$ cat config.mk
export PLATFORM = sky130hd
export DESIGN_NAME = button_debouncer_n
export DESIGN_NICKNAME = d
export VERILOG_FILES = /design/src/rtl/button_debouncer_n.sv
export SDC_FILE = /design/constraint.sdc
export NUM_CORES = 1
export LEC_CHECK = 0
export BUFFER_PORTS_ARGS = -buffer_cell sky130_fd_sc_hd__buf_2
export CAP_MARGIN = 10
export CORE_MARGIN = 4
export CORE_UTILIZATION = 50
export CTS_BUF_LIST = sky130_fd_sc_hd__clkbuf_4 sky130_fd_sc_hd__clkbuf_8
export CTS_CLUSTER_DIAMETER = 30
export DETAILED_ROUTE_END_ITERATION = 6
export GPL_ROUTABILITY_DRIVEN = 0
export PLACE_DENSITY_LB_ADDON = 0.2
export SLEW_MARGIN = 15
export SYNTH_ARGS = -nofsm -noshare
export SYNTH_HDL_FRONTEND = slang
export SYNTH_SLANG_ARGS = --single-unit
export TNS_END_PERCENT = 10
$ cat constraint.sdc
create_clock -name clk -period 2.3 [get_ports clk]
set_clock_uncertainty 0.15 [all_clocks]
set_input_delay 0.46 -clock clk [delete_from_list [all_inputs] [get_ports clk]]
set_output_delay 0.46 -clock clk [all_outputs]
set_load 0.005 [all_outputs]
$ cat src/rtl/button_debouncer_n.sv
// N-channel push-button debouncer: 2-FF sync, symmetric press/release filter, level + rise/fall pulses.
// Optional long-press pulse per channel when macro DEBOUNCE_LONGPRESS_EN is defined (btn_long tied 0 otherwise).
module button_debouncer_n #(
  parameter int N_CH          = 4,
  parameter int STABLE_CYCLES = 12_500_000,
  parameter int ACTIVE_LOW    = 0,
  parameter int LONG_CYCLES   = 125_000_000
) (
  input  logic            clk,
  input  logic            rst_n,
  input  logic [N_CH-1:0] button,
  output logic [N_CH-1:0] btn_level,
  output logic [N_CH-1:0] btn_rise,
  output logic [N_CH-1:0] btn_fall,
  output logic [N_CH-1:0] btn_long
);

  localparam int C_MAXC =
    (STABLE_CYCLES > LONG_CYCLES) ? STABLE_CYCLES : LONG_CYCLES;
  localparam int CNT_W = $clog2(C_MAXC + 1);

  localparam logic [CNT_W-1:0] C_STB_LAST =
    CNT_W'(STABLE_CYCLES - 1);

  localparam logic [N_CH-1:0] C_POL =
    (ACTIVE_LOW != 0) ? {N_CH{1'b1}} : {N_CH{1'b0}};

  logic [N_CH-1:0] w_raw;

  assign w_raw = button ^ C_POL;

  for (genvar ch = 0; ch < N_CH; ch++) begin : g_ch

    logic             r_s1;
    logic             r_s2;
    logic             r_lvl;
    logic             r_rs;
    logic             r_fl;
    logic [CNT_W-1:0] r_cnt;
    logic             w_diff;
    logic             w_done;

    assign w_diff = r_s2 ^ r_lvl;
    assign w_done = w_diff && (r_cnt == C_STB_LAST);

    // two-stage synchroniser for the asynchronous raw input
    always_ff @(posedge clk or negedge rst_n) begin
      if (!rst_n) begin
        r_s1 <= 1'b0;
        r_s2 <= 1'b0;
      end else begin
        r_s1 <= w_raw[ch];
        r_s2 <= r_s1;
      end
    end

    // stability counter: any agreeing sample restarts the window
    always_ff @(posedge clk or negedge rst_n) begin
      if (!rst_n) begin
        r_cnt <= '0;
      end else if (!w_diff || w_done) begin
        r_cnt <= '0;
      end else begin
        r_cnt <= r_cnt + 1'b1;
      end
    end

    // accepted level and single-cycle edge pulses
    always_ff @(posedge clk or negedge rst_n) begin
      if (!rst_n) begin
        r_lvl <= 1'b0;
        r_rs  <= 1'b0;
        r_fl  <= 1'b0;
      end else begin
        r_rs <= w_done & r_s2;
        r_fl <= w_done & ~r_s2;
        if (w_done) begin
          r_lvl <= r_s2;
        end
      end
    end

    assign btn_level[ch] = r_lvl;
    assign btn_rise[ch]  = r_rs;
    assign btn_fall[ch]  = r_fl;

`ifdef DEBOUNCE_LONGPRESS_EN
    localparam logic [CNT_W-1:0] C_LONG_LAST =
      CNT_W'(LONG_CYCLES - 1);
    localparam logic [CNT_W-1:0] C_LONG_DONE =
      CNT_W'(LONG_CYCLES);

    logic [CNT_W-1:0] r_hcnt;
    logic             r_long;

    // hold timer: parks one past the trigger so each press pulses once
    always_ff @(posedge clk or negedge rst_n) begin
      if (!rst_n) begin
        r_hcnt <= '0;
        r_long <= 1'b0;
      end else if (!r_lvl) begin
        r_hcnt <= '0;
        r_long <= 1'b0;
      end else begin
        r_long <= (r_hcnt == C_LONG_LAST);
        if (r_hcnt != C_LONG_DONE) begin
          r_hcnt <= r_hcnt + 1'b1;
        end
      end
    end

    assign btn_long[ch] = r_long;
`else
    assign btn_long[ch] = 1'b0;
`endif

  end : g_ch

endmodule
==> results of run 1 <==
state kept, by name, summed over array words and instances (netlist names):
| signal | cells |
|---|---|
| g_ch.r_s1 | 4 |
| g_ch.r_s2 | 4 |
| g_ch.r_fl | 4 |
| g_ch.r_lvl | 4 |
| g_ch.r_rs | 4 |
| g_ch.r_cnt | 108 |
per-stage QoR:
stage / util / total power, uW
CTS: 0.564 / 4390
floorplan: - / 2400
detailed placement: 0.529 / 2490
finish: 0.564 / 4320
global route: 0.564 / 4510
global placement: 0.529 / 2480
metal layers:
layer | part of all wire | GRT usage | vias to the layer above
met5 | 0 | 0 | -
met4 | 0.018 | 0.0756 | 0
met3 | 0.042 | 0.0471 | 23
met2 | 0.48 | 0.297 | 106
met1 | 0.46 | 0.243 | 2437
li1 | - | - | 2426
worst max-delay path, stage by stage, from the launching register on:
cell     delay [ps]
dfrtp_1         420
ha_1            240
and4_1          240
buf_4           150
nand3_1         110
or2_2           330
nor3b_1         350
worst min-delay path by stage:
| stage | start | endpoint | slack (ps) | cells after the start |
|---|---|---|---|---|
| 2_1_floorplan | rst_n | g_ch[0].r_cnt[0]$_DFF_PN0_ | 10 | 0 |
| 3_5_place_dp | rst_n | g_ch[0].r_cnt[18]$_DFF_PN0_ | 190 | 1 |
| 4_1_cts | g_ch[1].r_s1$_DFF_PN0_ | g_ch[1].r_s2$_DFF_PN0_ | 200 | 0 |
| 6_report | g_ch[1].r_s1$_DFF_PN0_ | g_ch[1].r_s2$_DFF_PN0_ | 200 | 0 |
| 3_3_place_gp | g_ch[1].r_s1$_DFF_PN0_ | g_ch[1].r_s2$_DFF_PN0_ | 180 | 0 |
| 5_1_grt | g_ch[1].r_s1$_DFF_PN0_ | g_ch[1].r_s2$_DFF_PN0_ | 210 | 0 |
cells by family after synthesis:
logic type,share of synthesized area
and+or+nand+nor,0.275
DFF,0.497
AOI/OAI and AO/OA,0.0876
xor gates and xnor gates,0.0788
buffers and inverters,0.0462
adders and majority gates,0.00777
muxes,0.00699
other,0.000582
layout make-up:
class                      instances  area (um^2)  share of cell area
clock inverter                     7         85.1              0.0119
timing repair buffer              43          320              0.0450
multi-input combinational        476         2960               0.415
sequential                       128         3200               0.450
tap                              172          215              0.0302
inverter                          11         41.3             0.00580
clock buffer                      23          298              0.0418
repair_timing:
action / in CTS / in global routing
endpoints found under the hold margin: 24 / 0
buffers inserted: 0 / 1
hold buffers: 5 / 0
gates resized for setup: 0 / 0
endpoints found under the setup margin: 0 / 4
placed cells by master (no fill, tap or decap), types with 5 or more instances in the layout:
cell,count
buf_4,20
nor2_1,61
nor3_1,8
buf_2,16
o21ai_0,23
and2_1,9
a21oi_1,44
nand3_1,37
nand2_1,35
xnor2_1,27
o31ai_1,18
dlygate4sd3_1,5
and3_1,12
dfrtp_1,128
and4_1,15
xor2_1,31
nand4_1,43
inv_1,11
or3_1,25
nor4_1,17
clkinv_2,5
clkbuf_8,20
nor3b_1,8
or4_1,23
power by group:
group | total [uW] | switching (uW) | leakage [uW] | internal, uW
Clock | 1870 | 807 | 0.000205 | 1060
Sequential | 2300 | 23.9 | 0.00176 | 2280
Combinational | 147 | 99.2 | 0.000892 | 48.2
==> impl_metrics.toml, run 1 <==
[run_status]
status = "complete, no violations"

[sta]
whs_ps = 200
slew_violations = 0
rsz0062_at_grt = "no"
period_minus_slack_ps = 2140
hold_viol = 0
fin_tns_setup_ps = 0
finalSetupViolCount = 0
finalCritPeriodShare = 0.929
fmax_mhz = 468
layout_setup_ws_ps = 164

[logic_synthesis]
synth_edf_count = 0
netlist_top_cells_area = "dfrtp_1 (50%), xor2_1 (4.2%), nand4_1 (4.2%)"
netlist_area_um2 = 6440
async_reset_ff_frac = 1.00
synth_commonest_cells = "dfrtp_1 (128), nor2_1 (61), a21oi_1 (44)"
synth_flop_cell = "dfrtp_1"
syn_inst = 658
ys_seq_elements = 128
yosysTopAreaCell = "dfrtp_1"
netlist.area_leader.share = 0.497
yosysSeqAreaShare = 0.497
yosysMostFrequentCell = "dfrtp_1"
yosysWarnings = 0
synth_cell_type_count = 43
avgSynthCellArea_um2 = 9.79

[placement]
dpl_cell_area_um2 = 6680
hpwl_mm = 8.72
dp.cells = 824
place_ws_ps = 99.3
io_buffers = 17

[grt]
gr-total-overflow = 0
antenna_found_initial = 0
grt_first_pass_wirelength_mm = 22.0
grt_use_total = 0.186
grt_max_degree = 72
first_global_vias = 4735

[job]
cap_violations = 0

[finish]
drive_gt1_frac = 0.129
final_nets = 687
final_cells = 860
n_fill_cell = 1128
antenna_cells = 0
design_area_um2 = 7120
area_growth_pct = 10.5

[floorplanning]
num_io_pins = 22
start_util = 0.511
die_h_um = 122
num_rows = 41
die-area_um2 = 14800
core_area_um2 = 12600
die_w_um = 122

[route]
via_per_inst = 5.80
drtAntennaViolNets = 0
finalWirelength_mm = 12.8
wl_per_cell_um = 14.9
dr_total_vias = 4992
drt_iter0_markers = 348
firstDrtPassIters = 5
route.detailed.drc = 0

[clocking]
path_clk_slew_ps = 70
cts_num_sinks = 128
cts_buffer_depth = 2
clock_latency_ps = 450
cts-buffers-inserted = 17
h-tree-depth = 4
cts_tree = "done"
clock-root-buffer = "clkbuf_8"

[worst_setup_path]
rr_worst_depth = 6
rr_endpoint = "g_ch[0].r_rs$_DFF_PN0_"
cp-startpoint = "g_ch[0].r_cnt[0]$_DFF_PN0_"
worst-path-max-fanout = 6
crit_end = "g_ch[0].r_rs$_DFF_PN0_"
worstPathRequired_ps = 2460
worstSetupEndpointType = "register"
r2r-start = "g_ch[0].r_cnt[0]$_DFF_PN0_"
rrSetupSlack_ps = 160
critical_path_arrival_ps = 2300
critPathLaunchType = "register"
critPathKind = "reg -> reg"

[power_and_ir_drop]
p_per_area_nw_per_um2 = 606
max-vdd-ir-drop_mv = 0.361
cellLeakagePower_uw = 0.00286

[hold_path]
worstHoldPathType = "reg -> reg"
Note: power is estimated with default switching activity, not from simulation.
==> run 2: changes to the inputs <==
Settings changed: CELL_PAD_IN_SITES_DETAIL_PLACEMENT from default to 1, CELL_PAD_IN_SITES_GLOBAL_PLACEMENT from default to 1, SLEW_MARGIN 15 to 30.
==> run 2 against run 1 <==
  * Via count is 2.9% higher
  * Largest power group unchanged
  * Worst hold slack better by 6.9 ps
  * Flip-flop and latch count did not move
  * Highest routed layer unchanged
  * Critical path depth shrank 2
  * Die area is the same
==> impl_metrics.toml, run 2 (synthesized netlist as in run 1, its figures left out) <==
[run_status]
status = "complete, no violations"

[finish]
antenna_cells = 0
drive_gt1_frac = 0.138
largest-register = "g_ch.r_cnt"
multi_input_area_um2 = 2970
n_fill_cell = 1441
area_growth_pct = 12.0
final_cell_mix = "dfrtp_1 (128), nor2_1 (61), a21oi_1 (44), nand4_1 (43), nand3_1 (37)"
layout.area.seq_um2 = 3200
largest_register_ffs = 108
final_nets = 687
final_common_cell = "dfrtp_1"

[clocking]
cts_tree = "done"
cts-buffers-inserted = 17
h-tree-depth = 4
path_clk_slew_ps = 70
clock_latency_ps = 440
cts_num_sinks = 128
cts_buffer_depth = 2
clock-root-buffer = "clkbuf_8"

[sta]
finalCritPeriodShare = 0.937
finalSetupViolCount = 0
relSlewSlack = 0.634
tightestPinTransition_ps = 549
fin_tns_setup_ps = 0
rsz0062_at_grt = "no"
period_minus_slack_ps = 2150
fmax_mhz = 464
slew_violations = 0
hold_viol = 0

[floorplanning]
num_io_pins = 22
num_rows = 41
die_w_um = 122
die-area_um2 = 14800
start_util = 0.511
die_h_um = 122
core_area_um2 = 12600

[route]
finalWirelength_mm = 15.5
dr_wl_met2_mm = 7.93
dr_total_vias = 5135
wl_met1_mm = 6.92
drt_iter0_markers = 263
wl_per_cell_um = 18.0
drtAntennaViolNets = 0
dr_wl_met3_um = 406
route.detailed.drc = 0
topRoutingLayerUsed = "met4"
via_per_inst = 5.96
firstDrtPassIters = 4

[worst_setup_path]
max_stage_delay_ps = 580
crit_slowest_cell = "or3b_1"
critPathKind = "reg -> reg"
critical_path_arrival_ps = 2370
critPathLaunchType = "register"
worst-path-max-fanout = 10
worstPathRequired_ps = 2510
crit_chain = "nand3_1 > or3b_1 > or4_1 > a21oi_1"
worstSetupEndpointType = "register"

[placement]
hpwl_mm = 10.9
io_buffers = 17

[grt]
grt_max_degree = 43
antenna_found_initial = 0
gr-total-overflow = 0
grt_first_pass_wirelength_mm = 26.9
first_global_vias = 5568
grt_use_total = 0.228

[power_and_ir_drop]
cellLeakagePower_uw = 0.00289
p_per_area_nw_per_um2 = 639
finalPower_uw = 4610
max-vdd-ir-drop_mv = 0.368

[job]
cap_violations = 0

[hold_path]
worstHoldPathType = "reg -> reg"
==> run 2: metal layers <==
metal / up-vias / track usage
met5: - / 0
met4: 0 / 0.0798
met3: 17 / 0.0471
met2: 63 / 0.389
met1: 2629 / 0.288
li1: 2426 / -
==> run 2: what timing repair did <==
action | in CTS | in global routing
endpoints found under the setup margin | 0 | 11
hold endpoints to repair | 39 | 0
resized for setup | 0 | 5
setup buffers | 0 | 0
hold buffers | 5 | 0
==> run 2: final timing paths <==
| check | start | end | slack [ps] | cells past startpoint |
|---|---|---|---|---|
| worst min register to register | g_ch[1].r_s1$_DFF_PN0_ | g_ch[1].r_s2$_DFF_PN0_ | 210 | 0 |
| max in group asynchronous | rst_n | g_ch[1].r_fl$_DFF_PN0_ | 920 | 3 |
| worst min-delay path | g_ch[1].r_s1$_DFF_PN0_ | g_ch[1].r_s2$_DFF_PN0_ | 210 | 0 |
| worst max-delay path | g_ch[3].r_cnt[2]$_DFF_PN0_ | g_ch[3].r_cnt[21]$_DFF_PN0_ | 150 | 4 |
| min in group asynchronous | rst_n | g_ch[2].r_cnt[18]$_DFF_PN0_ | 400 | 2 |
| worst max register to register | g_ch[3].r_cnt[2]$_DFF_PN0_ | g_ch[3].r_cnt[21]$_DFF_PN0_ | 150 | 4 |
==> run 2: through the flow <==
stage | instance area, um^2 | utilization | cells | worst slack, ps | hold slack, ps
3_3_place_gp | 6710 | 0.532 | 825 | 189 | 182
5_1_grt | 7220 | 0.572 | 861 | 5.67 | 219
4_1_cts | 7200 | 0.571 | 861 | 72.5 | 209
6_report | 7220 | 0.572 | 861 | 146 | 206
2_1_floorplan | 6450 | - | 661 | 229 | 14.4
3_5_place_dp | 6710 | 0.532 | 825 | 101 | 190
==> run 2: layout make-up <==
cell class | instances | area share
clock buffer | 25 | 0.0425
timing repair buffer | 43 | 0.0479
sequential | 128 | 0.444
inverter | 11 | 0.00572
multi-input combinational | 476 | 0.412
clock inverter | 6 | 0.0180
tap | 172 | 0.0298
==> run 2: worst max-delay path: cells and delay by family (launching register included) <==
| kind | cells | cell delay [ps] |
|---|---|---|
| AO/OA/AOI/OAI | 1 | 150 |
| flip-flops | 1 | 460 |
| AND/OR/NAND/NOR | 3 | 1320 |
==> run 2: report_power, final <==
part	internal (uW)	switching [uW]
Sequential	2270	25.2
Combinational	52.0	104
Clock	1300	853
Total	3630	981
